--- config.mk ---
export PLATFORM = sky130hd
export DESIGN_NAME = nibble_serial_ctrl
export DESIGN_NICKNAME = d
export VERILOG_FILES = /design/src/rtl/hf_pkg.sv /design/src/rtl/nibble_fifo.sv /design/src/rtl/nibble_serial_ctrl.sv
export SDC_FILE = /design/constraint.sdc
export NUM_CORES = 1
export LEC_CHECK = 0
export ABC_AREA = 0
export BUFFER_PORTS_ARGS = -buffer_cell sky130_fd_sc_hd__buf_2
export CAP_MARGIN = 20
export CELL_PAD_IN_SITES_DETAIL_PLACEMENT = 1
export CELL_PAD_IN_SITES_GLOBAL_PLACEMENT = 1
export CORE_AREA = 3 3 75 77
export DETAILED_ROUTE_END_ITERATION = 10
export DIE_AREA = 0 0 78 80
export MAX_ROUTING_LAYER = met4
export PLACE_DENSITY = 0.74
export SYNTH_ARGS = -nofsm -noshare
export SYNTH_HDL_FRONTEND = slang
export SYNTH_SLANG_ARGS = --single-unit
--- constraint.sdc ---
create_clock -name CLK -period 2.8 [get_ports CLK]
set_input_delay 0.42 -clock CLK [delete_from_list [all_inputs] [get_ports CLK]]
set_output_delay 0.42 -clock CLK [all_outputs]
set_load 0.1 [all_outputs]
--- src/rtl/hf_pkg.sv ---
// Shared types for the nibble serialiser: FSM encodings, the FIFO entry
// layout {nibble[6:3], last[2], len[1:0]} and a helper that packs one.
package hf_pkg;

  localparam logic ST_IDLE  = 1'b0;
  localparam logic ST_SHIFT = 1'b1;

  localparam int NIB_ENTRY_W = 7;

  localparam int ENT_NIB_MSB = 6;
  localparam int ENT_NIB_LSB = 3;
  localparam int ENT_LAST    = 2;
  localparam int ENT_LEN_MSB = 1;
  localparam int ENT_LEN_LSB = 0;

  typedef logic [NIB_ENTRY_W-1:0] nib_entry_t;

  function automatic nib_entry_t pack_entry(
    input logic [3:0] nib,
    input logic       last,
    input logic [1:0] len
  );
    nib_entry_t e;
    e = '0;
    e[ENT_NIB_MSB:ENT_NIB_LSB] = nib;
    e[ENT_LAST]                = last;
    e[ENT_LEN_MSB:ENT_LEN_LSB] = len;
    return e;
  endfunction

endpackage

--- src/rtl/nibble_fifo.sv ---
// DEPTH x 7 synchronous FIFO with registered count and synchronous clear.
// Ports: CLK, Reset (async low), i_clr, i_push/i_din, i_pop/o_head,
// o_count, o_full, o_empty. Push when full / pop when empty are ignored.
module nibble_fifo
  import hf_pkg::*;
#(
  parameter int DEPTH = 4,
  localparam int AW = $clog2(DEPTH),
  localparam int CW = AW + 1
) (
  input  logic                   CLK,
  input  logic                   Reset,
  input  logic                   i_clr,
  input  logic                   i_push,
  input  logic [NIB_ENTRY_W-1:0] i_din,
  input  logic                   i_pop,
  output logic [NIB_ENTRY_W-1:0] o_head,
  output logic [CW-1:0]          o_count,
  output logic                   o_full,
  output logic                   o_empty
);

  logic [NIB_ENTRY_W-1:0] r_mem [DEPTH];
  logic [AW-1:0]          r_wp;
  logic [AW-1:0]          r_rp;
  logic [CW-1:0]          r_cnt;
  logic                   w_push;
  logic                   w_pop;

  assign o_full  = (r_cnt == CW'(DEPTH));
  assign o_empty = (r_cnt == '0);
  assign o_count = r_cnt;
  assign o_head  = r_mem[r_rp];

  assign w_push = i_push && !o_full && !i_clr;
  assign w_pop  = i_pop && !o_empty && !i_clr;

  always_ff @(posedge CLK or negedge Reset) begin
    if (!Reset) begin
      r_wp  <= '0;
      r_rp  <= '0;
      r_cnt <= '0;
    end else if (i_clr) begin
      r_wp  <= '0;
      r_rp  <= '0;
      r_cnt <= '0;
    end else begin
      if (w_push) r_wp <= r_wp + 1'b1;
      if (w_pop)  r_rp <= r_rp + 1'b1;
      if (w_push && !w_pop)
        r_cnt <= r_cnt + 1'b1;
      else if (!w_push && w_pop)
        r_cnt <= r_cnt - 1'b1;
    end
  end

  // Storage needs no reset: entries are only read once the count covers them.
  always_ff @(posedge CLK) begin
    if (w_push) r_mem[r_wp] <= i_din;
  end

endmodule

--- src/rtl/nibble_serial_ctrl.sv ---
// Nibble-in / bit-out serialiser: nibble FIFO feeding an LSB-first shifter.
// Ports: CLK, Reset (async low), nib_in*/nib_in_ready, flush, bit_out*,
// busy, stall_cnt. Macro NIBBLE_SERIAL_CTRL_STATS_EN enables stall_cnt.
module nibble_serial_ctrl
  import hf_pkg::*;
#(
  parameter int DEPTH = 4,
  parameter int CNT_W = 16
) (
  input  logic             CLK,
  input  logic             Reset,
  input  logic [3:0]       nib_in,
  input  logic             nib_in_valid,
  input  logic             nib_in_last,
  input  logic [1:0]       nib_in_len,
  output logic             nib_in_ready,
  input  logic             flush,
  output logic             bit_out,
  output logic             bit_out_valid,
  output logic             bit_out_last,
  input  logic             bit_out_ready,
  output logic             busy,
  output logic [CNT_W-1:0] stall_cnt
);

  localparam int CW = $clog2(DEPTH) + 1;

  logic [NIB_ENTRY_W-1:0] w_head;
  logic [CW-1:0]          w_count;
  logic                   w_full;
  logic                   w_empty;

  logic                   r_state;
  logic [NIB_ENTRY_W-1:0] r_ent;
  logic [1:0]             r_idx;

  logic [3:0] w_nib;
  logic       w_last;
  logic [1:0] w_len;
  logic       w_shift;
  logic       w_take;
  logic       w_final;
  logic       w_done;
  logic       w_load;
  logic       w_push;

  assign w_nib  = r_ent[ENT_NIB_MSB:ENT_NIB_LSB];
  assign w_last = r_ent[ENT_LAST];
  assign w_len  = r_ent[ENT_LEN_MSB:ENT_LEN_LSB];

  assign w_shift = (r_state == ST_SHIFT);
  assign w_take  = w_shift && bit_out_ready;
  assign w_final = (r_idx == 2'd3) || (w_last && (r_idx == w_len));
  assign w_done  = w_take && w_final;

  // Reload on the same edge the last bit leaves, so nibbles stream gap-free.
  assign w_load = !flush && !w_empty && (!w_shift || w_done);

  // Ready comes from the registered count only; a pop frees space next cycle.
  assign nib_in_ready = !w_full;
  assign w_push = nib_in_valid && nib_in_ready && !flush;

  nibble_fifo #(.DEPTH(DEPTH)) u_fifo (
    .CLK     (CLK),
    .Reset   (Reset),
    .i_clr   (flush),
    .i_push  (w_push),
    .i_din   (pack_entry(nib_in, nib_in_last, nib_in_len)),
    .i_pop   (w_load),
    .o_head  (w_head),
    .o_count (w_count),
    .o_full  (w_full),
    .o_empty (w_empty)
  );

  always_ff @(posedge CLK or negedge Reset) begin
    if (!Reset) begin
      r_state <= ST_IDLE;
      r_ent   <= '0;
      r_idx   <= '0;
    end else if (flush) begin
      r_state <= ST_IDLE;
      r_ent   <= '0;
      r_idx   <= '0;
    end else if (w_load) begin
      r_state <= ST_SHIFT;
      r_ent   <= w_head;
      r_idx   <= '0;
    end else if (w_done) begin
      r_state <= ST_IDLE;
      r_idx   <= '0;
    end else if (w_take) begin
      r_idx   <= r_idx + 1'b1;
    end
  end

  assign bit_out       = w_nib[r_idx];
  assign bit_out_valid = w_shift;
  assign bit_out_last  = w_shift && w_last && (r_idx == w_len);
  assign busy          = (w_count != '0) || w_shift;

`ifdef NIBBLE_SERIAL_CTRL_STATS_EN
  logic [CNT_W-1:0] r_stall;

  always_ff @(posedge CLK or negedge Reset) begin
    if (!Reset)
      r_stall <= '0;
    else if (flush)
      r_stall <= '0;
    else if (w_shift && !bit_out_ready && (r_stall != '1))
      r_stall <= r_stall + 1'b1;
  end

  assign stall_cnt = r_stall;
`else
  assign stall_cnt = '0;
`endif

endmodule

==> impl_metrics.toml, run 1 <==
[floorplanning]
start_util = 0.436
die_width_um = 78
io_pins = 33
dieHeight_um = 80
core_area_um2 = 5070
die_area_um2 = 6240
rows = 26

[timing]
grt_setup_unrepaired = "no"
fin_crit_ns = 2.31
setup_tns_ns = 0
worst_pin_slew_ns = 0.547
finClkSkew_ns = 0.00731
hold_violations = 0
finalCritPeriodShare = 0.824
maxSlewViolCount = 0
report.final.setup_viol = 0
maxSlewHeadroom = 0.635
clock.fmax_mhz = 433

[placed_design]
gp_congestion = 0.791
hpwl_um = 3240
place_area_um2 = 2290
port_buffers = 16

[synth]
synth_edf_count = 28
ys_types = 40
synth_top_area_share = 0.380
ys_ff_latch = 45
synth_top_flop_cell = "edfxtp_1"
yosysSeqAreaShare = 0.572
yosysWarnings = 0
syn_avg_cell_area_um2 = 12.9
yosysTopAreaCell = "edfxtp_1"
synthArstFlopShare = 0.378
synthCells = 172
syn-cell-area_um2 = 2210
synthTopCellsByArea = "edfxtp_1 (38%), dfrtp_1 (19%), mux4_2 (7.1%)"

[layout]
layout_common_cells = "edfxtp_1 (28), dfrtp_1 (17), conb_1 (16), buf_2 (16), a21oi_1 (13)"
nNetsFinal = 206
drive_gt1_frac = 0.201
num_antenna_cells = 0
layout_commonest_cell = "edfxtp_1"
syn_to_final_growth_pct = 8.65
nFillCells = 553
fin_area_um2 = 2400

[clock_network]
clockRootBuffer = "clkbuf_8"
cts_buffer_depth = 2
clk_pin_slew_worst_paths_ns = 0.08
clock_latency_ns = 0.29
ctsHtreeMaxLevel = 2
ctsResizeCount = 0
cts_tree = "done"
cts_made_buffers = 5
post_cts_buffers = 0
ctsHoldBuffers = 0
cts_sinks = 45

[pwr]
ir_drop_uv = 365
p_per_area_nw_per_um2 = 1050
p_leak_nw = 0.923

[global_route]
grt_pass1_vias = 1493
grt.total_usage = 0.167
grt_pass1_wl_um = 7670
overflow = 0
antenna_found_initial = 0
grt_max_degree = 23

[worst_setup_path]
slowest_stage = "dfrtp_1"
worstPathRequired_ns = 2.98
crit_chain = "xnor2_1, a41oi_1, nor2_1, nor3_1, fa_1, nor3_1, a21oi_1, o221a_1"
crit_arrival_ns = 2.49
crit_type = "register to register"
slowest_delay_ns = 0.45
crit_path_max_fanout = 5
start_kind = "register"
end_kind = "register"
crit_top_cell = "nor3_1"

[route]
drt-total-wl_um = 4570
via_count = 1383
drc_errors = 0
dr.first_iter.drc_count = 74
vias_per_cell = 5.34
dr.pass1.iters = 4
wl_per_cell_um = 17.6
ant_nets = 0

[run]
drv_cap = 0

[status]
status = "complete, no violations"

[min_path]
worst_hold_path_type = "input port to async pin"
worst max-delay path, delay by kind of cell, from the launching register on:
family	cells	cell delay [ns]
AOI/OAI and AO/OA	3	0.50
xor gates and xnor gates	1	0.32
adders and majority gates	1	0.44
DFF	1	0.45
and+or+nand+nor	3	0.49
stage by stage:
stage	util	cells	worst slack [ns]	hold slack [ns]	total power, mW
floorplan	-	187	0.212	0.124	1.85
global placement	0.452	251	0.638	0.366	1.99
detailed placement	0.452	251	0.498	0.371	2.05
CTS	0.474	259	0.487	0.0506	2.54
global route	0.474	259	0.293	0.0634	2.68
finish	0.474	259	0.493	0.0464	2.52
cell usage after synthesis, types with 2 or more instances:
library cell / count
xnor2_1: 3
buf_1: 2
or3_1: 2
a41oi_1: 2
mux4_2: 7
inv_1: 9
buf_4: 16
edfxtp_1: 28
dfrtp_1: 17
nand3_1: 9
and2_1: 4
nor3_1: 5
ha_1: 5
nor2_1: 9
a31oi_1: 3
clkbuf_1: 2
o21ai_0: 9
nand2_1: 3
mux2_1: 2
buf_2: 3
a21oi_1: 13
kinds of logic after synthesis:
group	Yosys count	synth area share
AOI/OAI and AO/OA	38	0.113
xor gates and xnor gates	3	0.0119
adders and majority gates	6	0.0373
buffers and inverters	34	0.0899
DFF	45	0.572
muxes	10	0.0933
other	1	0.00170
and+or+nand+nor	35	0.0803
report_power, final:
group / total (mW) / leakage, nW / switching, mW / internal, mW
clock: 0.480 / 0.0554 / 0.212 / 0.268
combinational: 1.08 / 0.387 / 0.740 / 0.338
sequential: 0.958 / 0.480 / 0.141 / 0.817
registers in the layout (all words and copies together), names as in the netlist:
signal          flops
u_fifo.r_mem       28
r_ent               7
u_fifo.o_count      3
r_idx               2
u_fifo.r_rp         2
u_fifo.r_wp         2
bit_out_valid       1
layout make-up:
cell class | count | area [µm²] | area share
flip-flops and latches | 45 | 1270 | 0.527
multi-input cells | 108 | 806 | 0.335
repair buffers | 18 | 95.1 | 0.0396
well taps | 70 | 87.6 | 0.0364
clock buffers | 6 | 72.6 | 0.0302
clock inverters | 2 | 38.8 | 0.0161
inverters | 10 | 37.5 | 0.0156
layer usage:
layer / part of all wire / wire [µm] / vias to the layer above / track usage
met4: 0.019 / 89 / 0 / 0.0664
met1: 0.40 / 1850 / 713 / 0.190
li1: - / - / 639 / -
met5: 0 / 0 / - / -
met3: 0.034 / 154 / 6 / 0.0361
met2: 0.54 / 2480 / 25 / 0.290
final timing paths:
kind,endpoint,start,cells after the start,slack [ns]
setup / recovery,u_fifo.o_count[2],r_idx[0],8,0.49
hold / removal,u_fifo.o_count[0],Reset,1,0.05
setup reg to reg,u_fifo.o_count[2],r_idx[0],8,0.49
hold reg to reg,r_ent[0],r_ent[0],2,0.59
max in group asynchronous,u_fifo.r_wp[0],Reset,1,2.46
min in group CLK,u_fifo.r_mem[3][0],nib_in_len[0],1,0.34
(Power assumes the default switching activity.)
==> run 2: changes to the inputs <==
- CORE_AREA: 3 3 75 77 -> 3 3 78 80
- DIE_AREA: 0 0 78 80 -> 0 0 81 83
- PLACE_DENSITY: 0.74 -> 0.72
- clock period: 2.8 -> 2 ns (I/O delays scaled with it)
==> run 2 against run 1 <==
Against the previous run:
- the run now ends with negative setup slack left
- sequential cell count unchanged
- final cell count up 7.3%
- clock-buffer cell count unchanged
- wire length up 6.5%
- sequential share of layout area down 5.4 points
- via count up 4.3%
==> impl_metrics.toml, run 2 (synthesis gave the netlist of run 1 again) <==
[route]
ant_nets = 0
dr.pass1.iters = 4
via_count = 1443
drc_errors = 0
drt-total-wl_um = 4870
wl_per_cell_um = 17.5
vias_per_cell = 5.19
dr.first_iter.drc_count = 120

[layout]
layout_commonest_cell = "edfxtp_1"
nNetsFinal = 223
final_core_util = 0.492
stdcell_count = 278
fin_area_um2 = 2690
largest_reg_flops = 28
num_antenna_cells = 0
drive_gt1_frac = 0.345
syn_to_final_growth_pct = 21.6
largest-register = "u_fifo.r_mem"
register_area_um2 = 1270
multi_input_area_um2 = 916
layout_common_cells = "edfxtp_1 (28), conb_1 (16), buf_4 (16)"
nFillCells = 594

[floorplanning]
die_width_um = 81
io_pins = 33
dieHeight_um = 83
die_area_um2 = 6720
core_area_um2 = 5470
start_util = 0.404
rows = 27

[worst_setup_path]
reg2reg_to = "u_fifo.o_count[2]"
reg2reg_depth = 9
rrSetupSlack_ns = -0.06
worst-path-stages = 9
end_kind = "register"
critPathBufInv = 1
start_kind = "register"
r2r-start = "r_idx[1]"
crit_path_max_fanout = 4
crit_chain = "buf_12, xnor2_4, a41oi_4, nor2_4, nor3_2, fa_2, nor3_2, a21oi_1, o221a_1"
worstPathRequired_ns = 2.19
critPathTopFamily = "flip-flops"
crit_top_cell = "nor3_2"
slowest_stage = "dfrtp_2"
crit_type = "register to register"
crit_arrival_ns = 2.24
slowest_delay_ns = 0.46

[placed_design]
preCtsSetupSlack_ns = -0.0615
port_buffers = 16
hpwl_um = 3510
gp_congestion = 0.722
place_area_um2 = 2450
dp.cells = 265

[timing]
fin_crit_ns = 2.06
setup_tns_ns = -0.119
maxSlewViolCount = 0
worst_pin_slew_ns = 0.579
report.final.setup_viol = 3
hold_violations = 0
finalWorstSetupSlack_ns = -0.0567
holdWs_ns = 0.220
clock.fmax_mhz = 486
finalCritPeriodShare = 1.03
maxSlewHeadroom = 0.614
finClkSkew_ns = 0.00688
grt_setup_unrepaired = "yes"

[clock_network]
ctsHtreeMaxLevel = 2
clockRootBuffer = "clkbuf_8"
cts_buffer_depth = 2
cts_sinks = 45
clock_latency_ns = 0.30
cts_made_buffers = 5
clk_pin_slew_worst_paths_ns = 0.09
cts_tree = "done"

[pwr]
ir_drop_uv = 684
p_per_area_nw_per_um2 = 1450
p_leak_nw = 1.02
p_total_mw = 3.91

[global_route]
grt_max_degree = 22
grt.total_usage = 0.159
overflow = 0
grt_pass1_wl_um = 7950
antenna_found_initial = 0
grt_pass1_vias = 1566

[status]
failed_checks = "negative setup slack"
status = "complete, but fails checks"

[run]
drv_cap = 0

[min_path]
min_path_cells = 1
hp-start = "nib_in_last"
worst_hold_path_type = "input port to register"
holdPathEnd = "u_fifo.r_mem[2][2]"
-- run 2: changes by cell type in the layout (fill, tap and decap cells not counted), sizes merged --
cell / change
buf: +16
bufinv: -1
dlygate4sd3: +1
inv: +1
-- run 2: worst max-delay path by stage --
| stage | from | end | slack, ns |
|---|---|---|---|
| final | r_idx[1] | u_fifo.o_count[2] | -0.06 |
| after global routing | r_idx[1] | u_fifo.o_count[2] | -0.15 |
| after CTS | r_idx[0] | bit_out_last | -0.05 |
| after detailed placement | r_idx[0] | u_fifo.o_count[1] | -0.06 |
| after global placement | r_idx[0] | u_fifo.o_count[1] | -0.01 |
| after floorplan | bit_out_valid | u_fifo.o_count[1] | -0.12 |
-- run 2: what timing repair did --
action	in CTS	in global routing
setup buffers	1	4
endpoints found under the hold margin	17	0
gates resized for setup	5	13
pin swaps	0	1
endpoints found under the setup margin	4	6
hold buffers	1	0
gates cloned	0	0
-- run 2: worst register-to-register path, stage by stage, from the launching register on --
cell,delay [ns]
dfrtp_2,0.46
buf_12,0.15
xnor2_4,0.18
a41oi_4,0.16
nor2_4,0.12
nor3_2,0.05
fa_2,0.37
nor3_2,0.16
a21oi_1,0.06
o221a_1,0.25
-- run 2: report_power, final --
part | switching (mW) | internal [mW]
clock | 0.316 | 0.287
sequential | 0.203 | 1.15
combinational | 1.18 | 0.775
-- run 2: routing by layer --
layer	routed length [µm]	vias to the layer above	share of wire	track usage
li1	-	669	-	-
met1	2020	726	0.42	0.189
met2	2580	41	0.53	0.268
met3	185	7	0.038	0.0228
met4	82	0	0.017	0.0661
met5	0	-	0	-
-- run 2: cell type report --
class	instances	area share
Multi-Input combinational cell	108	0.340
Clock buffer	6	0.0307
Inverter	10	0.0149
Timing Repair Buffer	35	0.101
Clock inverter	2	0.00651
Sequential cell	45	0.473
Tap cell	72	0.0335
==> run 3: changes to the inputs <==
==> constraint.sdc (replaced) <==
create_clock -name CLK -period 2 [get_ports CLK]
set_input_delay 0 -clock CLK [delete_from_list [all_inputs] [get_ports CLK]]
set_output_delay 0 -clock CLK [all_outputs]
set_load 0.1 [all_outputs]
==> run 3 against run 2 <==
Against the previous run:
- the run now ends clean
- clock power grew 18%
- clock skew is 0.00056 ns higher
- non-clock buffer count is 5 higher
- wire length decreased by 2.0%
- largest cell class unchanged
==> impl_metrics.toml, run 3 (synthesis gave the netlist of run 1 again) <==
[route]
dr.pass1.iters = 4
via_count = 1446
wl_per_cell_um = 16.9
drc_errors = 0
dr.first_iter.drc_count = 52
drt-total-wl_um = 4770
vias_per_cell = 5.11
ant_nets = 0

[layout]
layout_commonest_cell = "edfxtp_1"
drive_gt1_frac = 0.289
largest_reg_flops = 28
nNetsFinal = 228
largest-register = "u_fifo.r_mem"
num_antenna_cells = 0
layout_common_cells = "edfxtp_1 (28), conb_1 (16), buf_2 (16), buf_4 (16), dfrtp_1 (16)"
syn_to_final_growth_pct = 20.8

[worst_setup_path]
rrSetupSlack_ns = 0.01
worstPathRequired_ns = 2.18
crit_arrival_ns = 2.17
crit_path_max_fanout = 4
reg2reg_to = "u_fifo.o_count[2]"
r2r-start = "r_ent[0]"
critPathTopFamily = "compound AO/OA/AOI/OAI gates"
slowest_delay_ns = 0.43
crit_type = "register to register"
slowest_stage = "dfrtp_1"
start_kind = "register"
reg2reg_depth = 8
crit_top_cell = "nor3_2"
end_kind = "register"
crit_chain = "xnor2_2, a41oi_4, nor2_4, nor3_2, fa_2, nor3_2, a21oi_1, o221a_1"
critPathBufInv = 0

[timing]
hold_violations = 0
finalWorstSetupSlack_ns = 0.0123
clock.fmax_mhz = 503
holdWs_ns = 0.0378
grt_setup_unrepaired = "yes"
fin_crit_ns = 1.99
finClkSkew_ns = 0.00745
report.final.setup_viol = 0
maxSlewHeadroom = 0.633
worst_pin_slew_ns = 0.550
setup_tns_ns = 0
maxSlewViolCount = 0
finalCritPeriodShare = 0.994

[global_route]
antenna_found_initial = 0
grt_pass1_vias = 1557
grt_pass1_wl_um = 8010
grt.total_usage = 0.162
grt_max_degree = 22
overflow = 0

[min_path]
hp-start = "nib_in_valid"
holdPathEnd = "u_fifo.r_wp[1]"
worst_hold_path_type = "input port to register"
min_path_cells = 3

[placed_design]
gp_congestion = 0.785
hpwl_um = 3420
port_buffers = 16
preCtsSetupSlack_ns = -0.0541

[floorplanning]
core_area_um2 = 5470
io_pins = 33
die_width_um = 81
start_util = 0.404
rows = 27
dieHeight_um = 83
die_area_um2 = 6720

[clock_network]
cts_buffer_depth = 2
clockRootBuffer = "clkbuf_8"
ctsHtreeMaxLevel = 2
cts_made_buffers = 5
cts_sinks = 45
cts_tree = "done"
clk_pin_slew_worst_paths_ns = 0.09
clock_latency_ns = 0.30

[status]
status = "complete, no violations"

[run]
drv_cap = 0

[pwr]
ir_drop_uv = 666
p_per_area_nw_per_um2 = 1440
p_leak_nw = 1.03
## run 3: routing by layer
metal | vias to the layer above | wire [µm] | GRT usage
met4 | 0 | 82 | 0.0599
met3 | 7 | 160 | 0.0293
li1 | 680 | - | -
met5 | - | 0 | -
met2 | 33 | 2470 | 0.261
met1 | 726 | 2060 | 0.200
## run 3: area by class of cell
type / count / area, µm²
Sequential cell: 45 / 1270
Clock inverter: 1 / 30.0
Fill cell: 575 / 2800
Timing Repair Buffer: 40 / 280
Multi-Input combinational cell: 108 / 875
Clock buffer: 7 / 86.3
Tap cell: 72 / 90.1
Inverter: 10 / 40.0
## run 3: timing repair
item | in CTS | in global routing
hold endpoints to repair | 45 | 0
setup buffers | 2 | 0
pin swaps | 1 | 0
endpoints found under the setup margin | 2 | 2
gates resized for setup | 4 | 1
gates cloned | 0 | 0
hold buffers | 8 | 0
## run 3: where the power goes
group	switching [mW]	leakage, nW	internal [mW]
logic	1.12	0.497	0.668
registers	0.200	0.479	1.15
clock network	0.305	0.0585	0.408
total	1.62	1.03	2.22
## run 3: through the flow
step	cells	utilization	area (µm²)	total power, mW
after floorplan	187	-	2320	2.66
after global placement	265	0.443	2420	3.01
after detailed placement	265	0.443	2420	3.08
after CTS	283	0.487	2670	3.86
after global routing	283	0.488	2670	4.08
final	283	0.488	2670	3.85
## run 3: worst register-to-register path, cell delays in order (launching register included)
cell     delay (ns)
dfrtp_1        0.43
xnor2_2        0.24
a41oi_4        0.16
nor2_4         0.12
nor3_2         0.05
fa_2           0.37
nor3_2         0.18
a21oi_1        0.06
o221a_1        0.26
## run 3: worst max-delay path by stage
stage                     cells after the start           endpoint     startpoint  slack, ns
after floorplan                               9  u_fifo.o_count[2]  bit_out_valid      -0.14
after global placement                        8  u_fifo.o_count[1]       r_idx[0]       0.04
after detailed placement                      8  u_fifo.o_count[2]       r_idx[1]      -0.05
after CTS                                     8  u_fifo.o_count[2]       r_ent[0]      0.005
after global routing                          9  u_fifo.o_count[2]       r_idx[0]      -0.12
final                                         8  u_fifo.o_count[2]       r_ent[0]       0.01
